### config.mk
export PLATFORM = sky130hd
export DESIGN_NAME = step_sequencer_flat
export DESIGN_NICKNAME = d
export VERILOG_FILES = /design/src/rtl/seq_pkg.sv /design/src/rtl/step_sequencer_if.sv /design/src/rtl/step_timer.sv /design/src/rtl/step_sequencer.sv /design/src/flat_wrapper.sv
export SDC_FILE = /design/constraint.sdc
export NUM_CORES = 1
export LEC_CHECK = 0
export CAP_MARGIN = 0
export CORE_MARGIN = 2
export CORE_UTILIZATION = 40
export CTS_BUF_LIST = sky130_fd_sc_hd__clkbuf_4
export DETAILED_ROUTE_END_ITERATION = 10
export GPL_TIMING_DRIVEN = 0
export SLEW_MARGIN = 20
export SYNTH_ARGS = -nofsm -noshare
export SYNTH_HDL_FRONTEND = slang
export SYNTH_SLANG_ARGS = --single-unit
export TNS_END_PERCENT = 10
### constraint.sdc
create_clock -name clk -period 2.4 [get_ports clk]
set_input_delay 0.24 -clock clk [delete_from_list [all_inputs] [get_ports clk]]
set_output_delay 0.24 -clock clk [all_outputs]
set_load 0.05 [all_outputs]
### src/rtl/seq_pkg.sv
// Shared types for the step sequencer.
//   note_t  : 3-bit note code consumed by the note-to-interval decoder
//   state_t : sequencer control state
//   step_t  : one pattern entry {active, note}
package seq_pkg;

  typedef enum logic [2:0] {
    C4 = 3'b000,
    D4 = 3'b001,
    B4 = 3'b010,
    E4 = 3'b011,
    F4 = 3'b100,
    A4 = 3'b101,
    G4 = 3'b110,
    C5 = 3'b111
  } note_t;

  typedef enum logic {
    IDLE = 1'b0,
    PLAY = 1'b1
  } state_t;

  typedef struct packed {
    logic  active;
    note_t note;
  } step_t;

  localparam step_t STEP_CLEARED = '{active: 1'b0, note: C4};

endpackage

### src/rtl/step_sequencer_if.sv
// Control / pattern-write / audio-side signal bundle of the step sequencer.
//   master : user-input side (drives run and pattern writes, observes outputs)
//   slave  : the sequencer itself
// Signals:
//   run        level, 1 = play
//   wr_en      pattern write strobe
//   wr_addr    step index to write
//   wr_note    note code to store
//   wr_active  1 = step sounds, 0 = rest
//   note       current note code to the decoder
//   gate       1 = PWM output should sound
//   step_idx   current step index
//   step_pulse one-cycle strobe on each step entry
interface step_sequencer_if #(
  parameter int NUM_STEPS = 8
);
  localparam int AW = $clog2(NUM_STEPS);

  logic          run;
  logic          wr_en;
  logic [AW-1:0] wr_addr;
  logic [2:0]    wr_note;
  logic          wr_active;
  logic [2:0]    note;
  logic          gate;
  logic [AW-1:0] step_idx;
  logic          step_pulse;

  modport master (
    output run, wr_en, wr_addr, wr_note, wr_active,
    input  note, gate, step_idx, step_pulse
  );

  modport slave (
    input  run, wr_en, wr_addr, wr_note, wr_active,
    output note, gate, step_idx, step_pulse
  );

endinterface

### src/rtl/step_timer.sv
// Per-step tick counter.
// Ports:
//   clk, rst     system clock, synchronous active-high reset
//   clear        restart the step at tick 0 (wins over enable)
//   enable       advance the tick count this cycle
//   gate_window  gate may stay high after this edge
//   step_done    last tick of the step; next step entry happens this edge
module step_timer #(
  parameter int STEP_TICKS = 6000000,
  parameter int GATE_TICKS = 4500000
) (
  input  logic clk,
  input  logic rst,
  input  logic clear,
  input  logic enable,
  output logic gate_window,
  output logic step_done
);

  localparam int TW = $clog2(STEP_TICKS);
  localparam logic [TW-1:0] LAST_TICK = TW'(STEP_TICKS - 1);
  localparam logic [TW-1:0] GATE_LAST = TW'(GATE_TICKS - 1);

  logic [TW-1:0] tick_cnt_q, tick_cnt_d;

  always_comb begin
    tick_cnt_d = tick_cnt_q;
    if (clear) begin
      tick_cnt_d = '0;
    end else if (enable) begin
      tick_cnt_d = tick_cnt_q + TW'(1);
    end
  end

  always_ff @(posedge clk) begin
    if (rst) begin
      tick_cnt_q <= '0;
    end else begin
      tick_cnt_q <= tick_cnt_d;
    end
  end

  // Gate is high for ticks 0..GATE_TICKS-1, so it must fall at the edge that
  // ends tick GATE_TICKS-1.
  assign gate_window = (tick_cnt_q < GATE_LAST);
  assign step_done   = enable && (tick_cnt_q == LAST_TICK);

endmodule

### src/rtl/step_sequencer.sv
// Pattern step sequencer: plays NUM_STEPS programmable notes at a fixed tempo
// and produces the note code plus a gate for the PWM audio path.
// Ports:
//   clk   system clock
//   rst   synchronous active-high reset (clears the pattern too)
//   bus   step_sequencer_if.slave: run, pattern write port, note/gate/step outputs
//
// state | meaning
// IDLE  | stopped; gate low, note and step_idx hold
// PLAY  | stepping through the pattern, one step every STEP_TICKS cycles
module step_sequencer
  import seq_pkg::*;
#(
  parameter int NUM_STEPS  = 8,
  parameter int STEP_TICKS = 6000000,
  parameter int GATE_TICKS = 4500000
) (
  input  logic             clk,
  input  logic             rst,
  step_sequencer_if.slave  bus
);

  localparam int AW = $clog2(NUM_STEPS);

  state_t        state_q, state_d;
  step_t         pattern_q [NUM_STEPS];
  note_t         note_q, note_d;
  logic          gate_q, gate_d;
  logic [AW-1:0] step_idx_q, step_idx_d;
  logic          step_pulse_q, step_pulse_d;

  logic          timer_clear;
  logic          timer_en;
  logic          gate_window;
  logic          step_done;
  logic          enter;
  logic [AW-1:0] target;
  step_t         target_step;

  step_timer #(
    .STEP_TICKS (STEP_TICKS),
    .GATE_TICKS (GATE_TICKS)
  ) u_timer (
    .clk         (clk),
    .rst         (rst),
    .clear       (timer_clear),
    .enable      (timer_en),
    .gate_window (gate_window),
    .step_done   (step_done)
  );

  // Pattern registers: writes are accepted in any state.
  always_ff @(posedge clk) begin
    if (rst) begin
      for (int i = 0; i < NUM_STEPS; i++) begin
        pattern_q[i] <= STEP_CLEARED;
      end
    end else if (bus.wr_en) begin
      pattern_q[bus.wr_addr] <= '{active: bus.wr_active, note: note_t'(bus.wr_note)};
    end
  end

  always_comb begin
    state_d      = state_q;
    note_d       = note_q;
    gate_d       = 1'b0;
    step_idx_d   = step_idx_q;
    step_pulse_d = 1'b0;
    timer_clear  = 1'b1;
    timer_en     = 1'b0;
    enter        = 1'b0;
    target       = '0;
    target_step  = STEP_CLEARED;

    case (state_q)
      IDLE: begin
        if (bus.run) begin
          state_d = PLAY;
          enter   = 1'b1;
          target  = '0;
        end
      end
      PLAY: begin
        // Stopping wins over a step entry falling on the same edge.
        if (!bus.run) begin
          state_d    = IDLE;
          step_idx_d = '0;
        end else begin
          timer_clear = 1'b0;
          timer_en    = 1'b1;
          if (step_done) begin
            enter  = 1'b1;
            target = step_idx_q + AW'(1);
          end else begin
            gate_d = gate_q & gate_window;
          end
        end
      end
      default: begin
        state_d = IDLE;
      end
    endcase

    // Pattern is read from the registered copy, so a write landing on the
    // entry edge is only seen on the next visit to that step.
    if (enter) begin
      target_step  = pattern_q[target];
      step_idx_d   = target;
      note_d       = target_step.note;
      gate_d       = target_step.active;
      step_pulse_d = 1'b1;
      timer_clear  = 1'b1;
    end
  end

  always_ff @(posedge clk) begin
    if (rst) begin
      state_q      <= IDLE;
      note_q       <= C4;
      gate_q       <= 1'b0;
      step_idx_q   <= '0;
      step_pulse_q <= 1'b0;
    end else begin
      state_q      <= state_d;
      note_q       <= note_d;
      gate_q       <= gate_d;
      step_idx_q   <= step_idx_d;
      step_pulse_q <= step_pulse_d;
    end
  end

  assign bus.note       = note_q;
  assign bus.gate       = gate_q;
  assign bus.step_idx   = step_idx_q;
  assign bus.step_pulse = step_pulse_q;

endmodule

### src/flat_wrapper.sv
// flat-port wrapper written by rule: the top's interface ports become plain ports
module step_sequencer_flat import seq_pkg::*;
#(
  parameter int NUM_STEPS  = 8,
  parameter int STEP_TICKS = 6000000,
  parameter int GATE_TICKS = 4500000
)
  (clk, rst, bus_run, bus_wr_en, bus_wr_addr, bus_wr_note, bus_wr_active, bus_note, bus_gate, bus_step_idx, bus_step_pulse);
  step_sequencer_if #(.NUM_STEPS(NUM_STEPS)) bus_i ();
  input  logic clk;
  input  logic rst;
  input wire logic [$bits(bus_i.run)-1:0] bus_run;
  input wire logic [$bits(bus_i.wr_en)-1:0] bus_wr_en;
  input wire logic [$bits(bus_i.wr_addr)-1:0] bus_wr_addr;
  input wire logic [$bits(bus_i.wr_note)-1:0] bus_wr_note;
  input wire logic [$bits(bus_i.wr_active)-1:0] bus_wr_active;
  output wire logic [$bits(bus_i.note)-1:0] bus_note;
  output wire logic [$bits(bus_i.gate)-1:0] bus_gate;
  output wire logic [$bits(bus_i.step_idx)-1:0] bus_step_idx;
  output wire logic [$bits(bus_i.step_pulse)-1:0] bus_step_pulse;
  assign bus_i.run = bus_run;
  assign bus_i.wr_en = bus_wr_en;
  assign bus_i.wr_addr = bus_wr_addr;
  assign bus_i.wr_note = bus_wr_note;
  assign bus_i.wr_active = bus_wr_active;
  assign bus_note = bus_i.note;
  assign bus_gate = bus_i.gate;
  assign bus_step_idx = bus_i.step_idx;
  assign bus_step_pulse = bus_i.step_pulse;
  step_sequencer #(.NUM_STEPS(NUM_STEPS), .STEP_TICKS(STEP_TICKS), .GATE_TICKS(GATE_TICKS)) u_core (.clk(clk), .rst(rst), .bus(bus_i));
endmodule
==> flow_summary_export.csv, run 1 <==
group,metric,value,unit
power_and_ir_drop,p_leak,1.12,nW
timing,fmax,0.449,GHz
synth,ys.flop_type,"edfxtp_1",
timing,final_max_slew_viol_count,0,
floorplanning,fp.dieH,92.0,um
final_layout,drive_above_1_share,13.7,%
timing,rsz0062_at_grt,"false",
synth,synth_cell_types,45,
clock_tree,numCtsBuffers,9,
routing,routed_via_density,5.06,
power_and_ir_drop,total_power,2.04,mW
power_and_ir_drop,peakVddDrop,0.286,mV
routing,m1WireLength,2.82,mm
timing,setup_violations,0,
placement,dp_slack,-181,ps
setup_path,path_class,"reg2reg",
routing,firstDrtPassIters,4,
clock_tree,cts_resized,1,
placement,dp_hpwl,4.61,mm
clock_tree,cts_tree,"built",
routing,wl_met2,3.30,mm
timing,finalWorstSetupSlack,171,ps
run,cap_violations,0,
run_status,status,"complete, no violations",
clock_tree,cts.path.max_buffers,2,
synth,synth.avg_cell_area,9.99,um2
timing,maxSlewHeadroom,66.8,%
clock_tree,root_buffer,"clkbuf_4",
placement,buffer_ports.inserted,18,
synth,synthCells,310,
clock_tree,post_cts_buffers,0,
routing,routed_wl,6.37,mm
final_layout,syn_to_final_growth,15.6,%
routing,wl_per_cell,14.3,um
routing,ant_nets,0,
setup_path,crit_fanout,6,
floorplanning,num_rows,32,
power_and_ir_drop,p_seq_share,58.8,%
setup_path,arrival,2520,ps
clock_tree,cts_num_sinks,64,
setup_path,critPathLaunchType,"register",
routing,drtIter0Drc,99,
power_and_ir_drop,internal-power,1.56,mW
power_and_ir_drop,power_density,570,nW/um2
routing,drc,0,
global_route,antenna_found_initial,0,
clock_tree,clk_pin_slew_worst_paths,100,ps
timing,clock_skew,13.1,ps
synth,yosys_register_bits,64,
timing,fin_crit_sh,92.9,%
floorplanning,die_w,92.0,um
clock_tree,clk_latency,400,ps
final_layout,diodes,0,
placement,routabilityCongestion,0.857,
timing,hold_viol,0,
floorplanning,dieArea,8460,um2
final_layout,fin_nets,352,
power_and_ir_drop,p_sw,0.476,mW
timing,max_slew.worst_pin.slew,496,ps
power_and_ir_drop,power_frac_clock,35.1,%
synth,synth_area,3100,um2
routing,route.met3.wl,192,um
global_route,grtUsageTotal,16.3,%
power_and_ir_drop,comb_power_share,6.1,%
worst_hold_path,hp-class,"reg2reg",
global_route,grt_max_degree,12,
clock_tree,htreeDepth,3,
synth,yosysWarnings,0,
setup_path,cp.required,2690,ps
floorplanning,fp.coreArea,7610,um2
routing,highest_layer,"met4",
synth,synth_edf_count,32,
synth,yosysSeqAreaShare,51.7,%
global_route,grt_pass1_vias,2236,
synth,synthArstFlopShare,0,%
power_and_ir_drop,switching_share,23.4,%
floorplanning,io_pins,19,
setup_path,endpoint_kind,"register",
global_route,grt-ovfl-total,0,
global_route,grt_pass1_wl,10.7,mm
timing,finalCriticalPeriod,2230,ps
routing,num_vias,2255,
clock_tree,cts_hold_buf,0,
synth,synth_nets,323,
floorplanning,initial_core_util,40.7,%
## synth_stat cells (4+ instances only)
master	count	share of area [%]
nor2_1	42	5.1
and2_1	32	6.5
dfxtp_1	32	21
edfxtp_1	32	31
nand2_1	20	2.4
nor3_1	16	2.6
xnor2_1	16	4.5
or2_2	10	2.0
clkbuf_1	9	1.1
inv_1	8	0.97
nand3_1	8	1.3
nor4_1	7	1.4
a21oi_1	6	0.97
a31oi_1	6	1.2
nand2b_1	6	1.2
xor2_1	6	1.7
nand4_1	5	1.0
a211oi_1	4	0.97
mux4_2	4	2.9
nor2b_1	4	0.81
o32ai_1	4	1.1
or3_1	4	0.81
## kinds of logic after synthesis
| logic type | share of synthesized area, % |
|---|---|
| and+or+nand+nor | 28.3 |
| DFF | 51.7 |
| AOI/OAI and AO/OA | 6.83 |
| xor gates and xnor gates | 6.22 |
| buffers and inverters | 2.87 |
| muxes | 3.23 |
| adders and majority gates | 0.808 |
## flip-flops by register name (all words and copies together), names as in the netlist
register                   cells
u_core.pattern_q              32
u_core.u_timer.tick_cnt_q     23
u_core.bus.note                3
u_core.bus.step_idx            3
u_core.bus.gate                1
u_core.bus.step_pulse          1
u_core.state_q                 1
## area by class of cell
cell class	instances	area (um2)
clock inverter	6	60.1
sequential	64	1600
buffer	13	61.3
multi-input combinational	225	1440
tap	102	128
fill	773	4030
inverter	8	30.0
clock buffer	10	75.1
timing repair buffer	18	180
## path summary, 6_finish.rpt
kind | start | to | slack (ps) | cells past startpoint
worst max-delay path | u_core.u_timer.tick_cnt_q[18] | u_core.bus.note[1] | 170 | 5
worst max register to register | u_core.u_timer.tick_cnt_q[18] | u_core.bus.note[1] | 170 | 5
worst min-delay path | u_core.u_timer.tick_cnt_q[0] | u_core.u_timer.tick_cnt_q[0] | 480 | 1
worst min register to register | u_core.u_timer.tick_cnt_q[0] | u_core.u_timer.tick_cnt_q[0] | 480 | 1
## stage by stage
step	cells	setup TNS, ps	area, um2	utilization, %	hold slack [ps]
2_1_floorplan	310	0	3100	-	320
3_3_place_gp	430	-1090	3400	44.7	449
3_5_place_dp	430	-1580	3400	44.7	457
4_1_cts	446	0	3540	46.6	481
5_1_grt	446	0	3580	47.0	511
6_report	446	0	3580	47.0	478
## power groups by stage
stage,registers [mW],logic [mW],clock network (mW)
after floorplan,1.24,0.0583,0
after global routing,1.20,0.135,0.789
after CTS,1.20,0.126,0.737
after global placement,1.22,0.124,0
final,1.20,0.123,0.715
after detailed placement,1.23,0.125,0
## layout by cell type, fill, tap and decap left out, types with 3 or more instances in the layout
master / instances
nand4_1: 5
xor2_1: 6
nor4_1: 4
a31oi_1: 6
clkdlybuf4s50_1: 18
dfxtp_1: 32
edfxtp_1: 32
a21oi_1: 6
nor2_1: 42
or2_2: 10
nor3_1: 15
xnor2_1: 16
nand2b_1: 6
nor2b_1: 4
and2_1: 32
a211oi_1: 4
o21ai_0: 3
clkbuf_4: 10
o32ai_1: 4
or3_1: 4
mux4_2: 4
clkinv_2: 3
nand2_1: 20
nand3_1: 8
clkbuf_1: 7
inv_1: 8
## metal layers
metal / GRT usage, % / up-vias
met1: 19.6 / 1046
met4: 7.46 / 0
li1: - / 1162
met2: 28.1 / 39
met5: 0 / -
met3: 3.29 / 8
## critical path, cell delays in order (launching register included)
cell	delay, ps
dfxtp_1	400
or4b_4	610
or4_4	600
nor2_4	130
a21oi_2	90
o32ai_1	300
(Power assumes the default switching activity.)
==> inputs of run 2 (changes only) <==
- GPL_ROUTABILITY_DRIVEN: not set -> 0
==> results of run 2 <==
Final layout, timing and power as in run 1 (identical DEF).
